`config.mk`:
```
export PLATFORM = sky130hd
export DESIGN_NAME = sap1_loader
export DESIGN_NICKNAME = d
export VERILOG_FILES = /design/src/rtl/sap1_loader.sv
export SDC_FILE = /design/constraint.sdc
export NUM_CORES = 1
export LEC_CHECK = 0
export BUFFER_PORTS_ARGS = -buffer_cell sky130_fd_sc_hd__buf_2
export CAP_MARGIN = 20
export CORE_MARGIN = 4
export CORE_UTILIZATION = 55
export DETAILED_ROUTE_END_ITERATION = 12
export PLACE_DENSITY_LB_ADDON = 0.1
export SYNTH_ARGS = -nofsm -noshare
export SYNTH_HDL_FRONTEND = slang
export SYNTH_SLANG_ARGS = --single-unit
```
`constraint.sdc`:
```
create_clock -name clk -period 2.4 [get_ports clk]
set_input_delay 0.48 -clock clk [delete_from_list [all_inputs] [get_ports clk]]
set_output_delay 0.48 -clock clk [all_outputs]
set_load 0.05 [all_outputs]
```
`src/rtl/sap1_loader.sv`:
```
// Program loader for a SAP-1 style CPU: streams WORDS bytes into the 16x8 RAM,
// verifies an 8-bit additive checksum, then releases the CPU from clear.
module sap1_loader #(
    parameter int WORDS    = 16,
    parameter int CLR_HOLD = 4
) (
    input  logic       clk,
    input  logic       clr_n,
    input  logic       start,
    input  logic [7:0] in_data,
    input  logic       in_valid,
    output logic       in_ready,
    output logic       ram_we,
    output logic [3:0] ram_addr,
    output logic [7:0] ram_wdata,
    output logic       cpu_clr,
    output logic       busy,
    output logic       done,
    output logic       err
);

    typedef enum logic [2:0] {
        ST_IDLE  = 3'd0,
        ST_LOAD  = 3'd1,
        ST_HOLD  = 3'd2,
        ST_RUN   = 3'd3,
        ST_ERROR = 3'd4
    } state_t;

    localparam logic [4:0] WORDS_C = 5'(WORDS);
    localparam int HW = (CLR_HOLD > 1) ? $clog2(CLR_HOLD) : 1;
    localparam logic [HW-1:0] HOLD_LAST = HW'(CLR_HOLD - 1);

    function automatic logic [7:0] sum_add(input logic [7:0] a, input logic [7:0] b);
        return a + b;
    endfunction

    state_t        state_r, state_s;
    logic [4:0]    count_r, count_s;
    logic [7:0]    sum_r, sum_s;
    logic [HW-1:0] hold_r, hold_s;
    logic          ram_we_r, ram_we_s;
    logic [3:0]    ram_addr_r, ram_addr_s;
    logic [7:0]    ram_wdata_r, ram_wdata_s;
    logic          cpu_clr_r, cpu_clr_s;
    logic          busy_r, busy_s;
    logic          done_r, done_s;
    logic          err_r, err_s;
    logic          xfer_s;

    // Next-state, datapath and registered-output decode
    always_comb begin
        state_s     = state_r;
        count_s     = count_r;
        sum_s       = sum_r;
        hold_s      = hold_r;
        ram_we_s    = 1'b0;
        ram_addr_s  = ram_addr_r;
        ram_wdata_s = ram_wdata_r;
        xfer_s      = (state_r == ST_LOAD) && in_valid;
        case (state_r)
            ST_IDLE, ST_RUN, ST_ERROR: begin
                if (start) begin
                    state_s = ST_LOAD;
                    count_s = 5'd0;
                    sum_s   = 8'd0;
                end else begin
                    state_s = state_r;
                end
            end
            ST_LOAD: begin
                if (!xfer_s) begin
                    state_s = ST_LOAD;
                end else if (count_r < WORDS_C) begin
                    ram_we_s    = 1'b1;
                    ram_addr_s  = count_r[3:0];
                    ram_wdata_s = in_data;
                    sum_s       = sum_add(sum_r, in_data);
                    count_s     = count_r + 5'd1;
                end else if (in_data == sum_r) begin
                    state_s = ST_HOLD;
                    hold_s  = '0;
                end else begin
                    state_s = ST_ERROR;
                end
            end
            ST_HOLD: begin
                if (hold_r == HOLD_LAST) begin
                    state_s = ST_RUN;
                end else begin
                    hold_s = hold_r + HW'(1);
                end
            end
            default: begin
                state_s = ST_IDLE;
            end
        endcase
        // Status flags follow the state being entered so they change on the same edge
        cpu_clr_s = (state_s != ST_RUN);
        busy_s    = (state_s == ST_LOAD) || (state_s == ST_HOLD);
        done_s    = (state_s == ST_RUN);
        err_s     = (state_s == ST_ERROR);
    end

    // State and registered-output update
    always_ff @(posedge clk or negedge clr_n) begin
        if (!clr_n) begin
            state_r     <= ST_IDLE;
            count_r     <= 5'd0;
            sum_r       <= 8'd0;
            hold_r      <= '0;
            ram_we_r    <= 1'b0;
            ram_addr_r  <= 4'd0;
            ram_wdata_r <= 8'd0;
            cpu_clr_r   <= 1'b1;
            busy_r      <= 1'b0;
            done_r      <= 1'b0;
            err_r       <= 1'b0;
        end else begin
            state_r     <= state_s;
            count_r     <= count_s;
            sum_r       <= sum_s;
            hold_r      <= hold_s;
            ram_we_r    <= ram_we_s;
            ram_addr_r  <= ram_addr_s;
            ram_wdata_r <= ram_wdata_s;
            cpu_clr_r   <= cpu_clr_s;
            busy_r      <= busy_s;
            done_r      <= done_s;
            err_r       <= err_s;
        end
    end

    assign in_ready  = (state_r == ST_LOAD);
    assign ram_we    = ram_we_r;
    assign ram_addr  = ram_addr_r;
    assign ram_wdata = ram_wdata_r;
    assign cpu_clr   = cpu_clr_r;
    assign busy      = busy_r;
    assign done      = done_r;
    assign err       = err_r;

endmodule

```
==> flow_metrics.tcl <==
set metrics [dict create \
    grt_max_degree 36 \
    cts_sinks 35 \
    ios 30 \
    register_area_sq_um 877.1 \
    syn2layout_area_growth_pct 13.64 \
    worst-setup-path-type "reg2reg" \
    grt_pass1_vias 1374 \
    fin_crit_ns 2.050 \
    timing_hold_violations_final 0 \
    cts_tree "built" \
    num_vias 1328 \
    cts.reportedPaths.clkPinSlew_ns 0.11 \
    die_h_microns 65.04 \
    cpMostUsedCell "a21o_1" \
    synth_top_flop_cell "dfrtp_1" \
    ys.warnings.count 0 \
    wl_per_cell_microns 14.09 \
    fill_cells 264 \
    synth-compound-area-share_pct 13.50 \
    r2r_slack_ns 0.35 \
    vias_per_cell 5.312 \
    crit_chain "ha_1 -> fa_1 -> a21o_1 -> a21o_1 -> a21oi_1 -> mux2i_1 -> nand2_1" \
    clockRootBuffer "clkbuf_4" \
    postCtsSetupRepairBufs 0 \
    hold_buffers 0 \
    final_common_cell "nand2_1" \
    hp-class "in2async" \
    rsz0062_at_grt "no" \
    ys_seq_area_share_pct 49.02 \
    crit-reg2reg-launch "sum_r[0]" \
    cp-start-kind "flop" \
    pwr_density_cell_mw_per_mm2 1379 \
    rows 20 \
    portBuffers 29 \
    firstDrtPassIters 4 \
    synthSimpleGateAreaFrac_pct 21.33 \
    cts_resized 0 \
    crit_path_end_kind "flop" \
    slew_viol_final 0 \
    synthesis.area_sq_mm 0.001789 \
    hpwlAfterDp_microns 2535 \
    dieArea_sq_mm 0.004230 \
    hold_ws_ns 0.1998 \
    r2r_cells 7 \
    final.setup.tns_ns 0 \
    ant_nets 0 \
    worst-slew-pin-transition_ns 0.7757 \
    power_mw 2.805 \
    final_cell_mix "nand2_1, dfrtp_1, buf_2" \
    path_buf_inv 0 \
    status "finished clean" \
    ys_types 45 \
    antenna_found_initial 0 \
    clock_latency_ns 0.34 \
    cts_buffers 5 \
    ys_seq_elements 35 \
    p_leak_nw 1.009 \
    cp_top_family "adder cells" \
    finalSetupViolations 0 \
    path_max_fanout 3 \
    layout-drive-gt1-share_pct 24.76 \
    start_util_pct 58.13 \
    synth_top_family_by_area "simple AND/OR/NAND/NOR gates" \
    multiInputGateArea_sq_um 845.8 \
    ir_drop_mv 0.6413 \
    synthArstFlopShare_pct 100.0 \
    max-slew-margin-rel_pct 48.28 \
    gp_routability_congestion 0.8620 \
    synth_edf_count 0 \
    synth.avg_cell_area_sq_um 10.34 \
    max_stage_delay_ns 0.42 \
    wl_microns 3522 \
    maxCapViolations 0 \
    track_usage_pct 19.12 \
    utilization_pct 66.06 \
    fmax_mhz 487.8 \
    synth_fp_nets 195 \
    drtIter0Drc 45 \
    synth_xor_area_share_pct 3.916 \
    die_w_microns 65.04 \
    r2r-end "sum_r[6]" \
    cp_data_arrival_time_ns 2.28 \
    nets 227 \
    grt.overflow.total 0 \
    fin_skew_ns 0.005790 \
    h-tree-depth 2 \
    n_antenna_cell 0 \
    drc 0 \
    synth_mux_area_share_pct 1.119 \
    coreArea_sq_mm 0.003078 \
    cp.depth 7 \
    grt_pass1_wl_microns 6175 \
    clockBufferDepth 2 \
    period_share_pct 85.41 \
    required_ns 2.63 \
    synth_fa_ha_area_share_pct 7.413 \
    syn_inst 173 \
    cp_slowest_cell "dfrtp_1" \
]
-- where the power goes --
group	internal, mW	switching [mW]
sequential	0.804	0.150
clock	0.246	0.200
combinational	0.455	0.948
total	1.51	1.30
-- routing by layer --
layer	global-route usage [%]	part of all wire, %	vias to the layer above
met5	0	0	-
li1	-	-	656
met3	3.986	4.4	6
met2	31.03	46	27
met4	7.772	1.6	0
met1	24.92	48	639
-- flip-flops by register name, summed over array words and instances (netlist names) --
| name | cells |
|---|---|
| cpu_clr | 1 |
| count_r | 5 |
| err | 1 |
| hold_r | 2 |
| done | 1 |
| ram_we | 1 |
| ram_wdata | 8 |
| ram_addr | 4 |
| busy | 1 |
| sum_r | 8 |
| state_r | 3 |
-- metrics by stage --
step                      instances  worst slack, ns  area [sq um]
after floorplan                 173           0.3179          1789
after global placement          242           0.2618          1947
after detailed placement        242           0.1466          1947
after CTS                       250           0.3483          2033
after global routing            250           0.2403          2033
final                           250           0.3501          2033
-- cell type report --
class / instances / share of cell area (%)
flip-flops and latches: 35 / 43.14
multi-input cells: 129 / 41.60
repair buffers: 29 / 7.138
well taps: 44 / 2.708
clock buffers: 6 / 2.523
clock inverters: 2 / 1.723
inverters: 5 / 1.169
-- worst reg2reg max path, stage by stage, from the launching register on --
cell	delay, ns
dfrtp_1	0.42
ha_1	0.23
fa_1	0.41
a21o_1	0.19
a21o_1	0.19
a21oi_1	0.19
mux2i_1	0.24
nand2_1	0.08
-- kinds of logic after synthesis --
logic type,count (synthesis)
AND/OR/NAND/NOR,74
AO/OA/AOI/OAI,35
flip-flops,35
adder cells (fa/ha/maj),10
buffers and inverters,9
XOR/XNOR,8
multiplexers,2
-- how the worst max path moves through the flow --
stage                           from  slack (ns)  endpoint
final                       sum_r[0]        0.35  sum_r[6]
after detailed placement  in_data[0]        0.15  sum_r[6]
after floorplan           state_r[0]        0.32  in_ready
after CTS                   sum_r[0]        0.35  sum_r[6]
after global placement    in_data[0]        0.26  sum_r[6]
after global routing        sum_r[0]        0.24  sum_r[6]
-- cell usage after synthesis, types with 2 or more instances --
cell type / number / area, sq um
a22o_1: 5 / 43.79
o211ai_1: 3 / 22.52
nand2_1: 47 / 176.4
o21a_1: 3 / 22.52
nor3b_1: 2 / 15.01
xor2_1: 4 / 35.03
a21o_1: 3 / 22.52
ha_1: 9 / 112.6
inv_1: 4 / 15.01
xnor2_1: 4 / 35.03
a32o_1: 2 / 20.02
o21ai_0: 8 / 40.04
nor2b_1: 2 / 12.51
mux2i_1: 2 / 20.02
and2_2: 2 / 15.01
dfrtp_1: 34 / 850.8
buf_6: 2 / 22.52
a21oi_1: 6 / 30.03
nor2_1: 5 / 18.77
No activity file was read; power rests on OpenSTA's default activity.
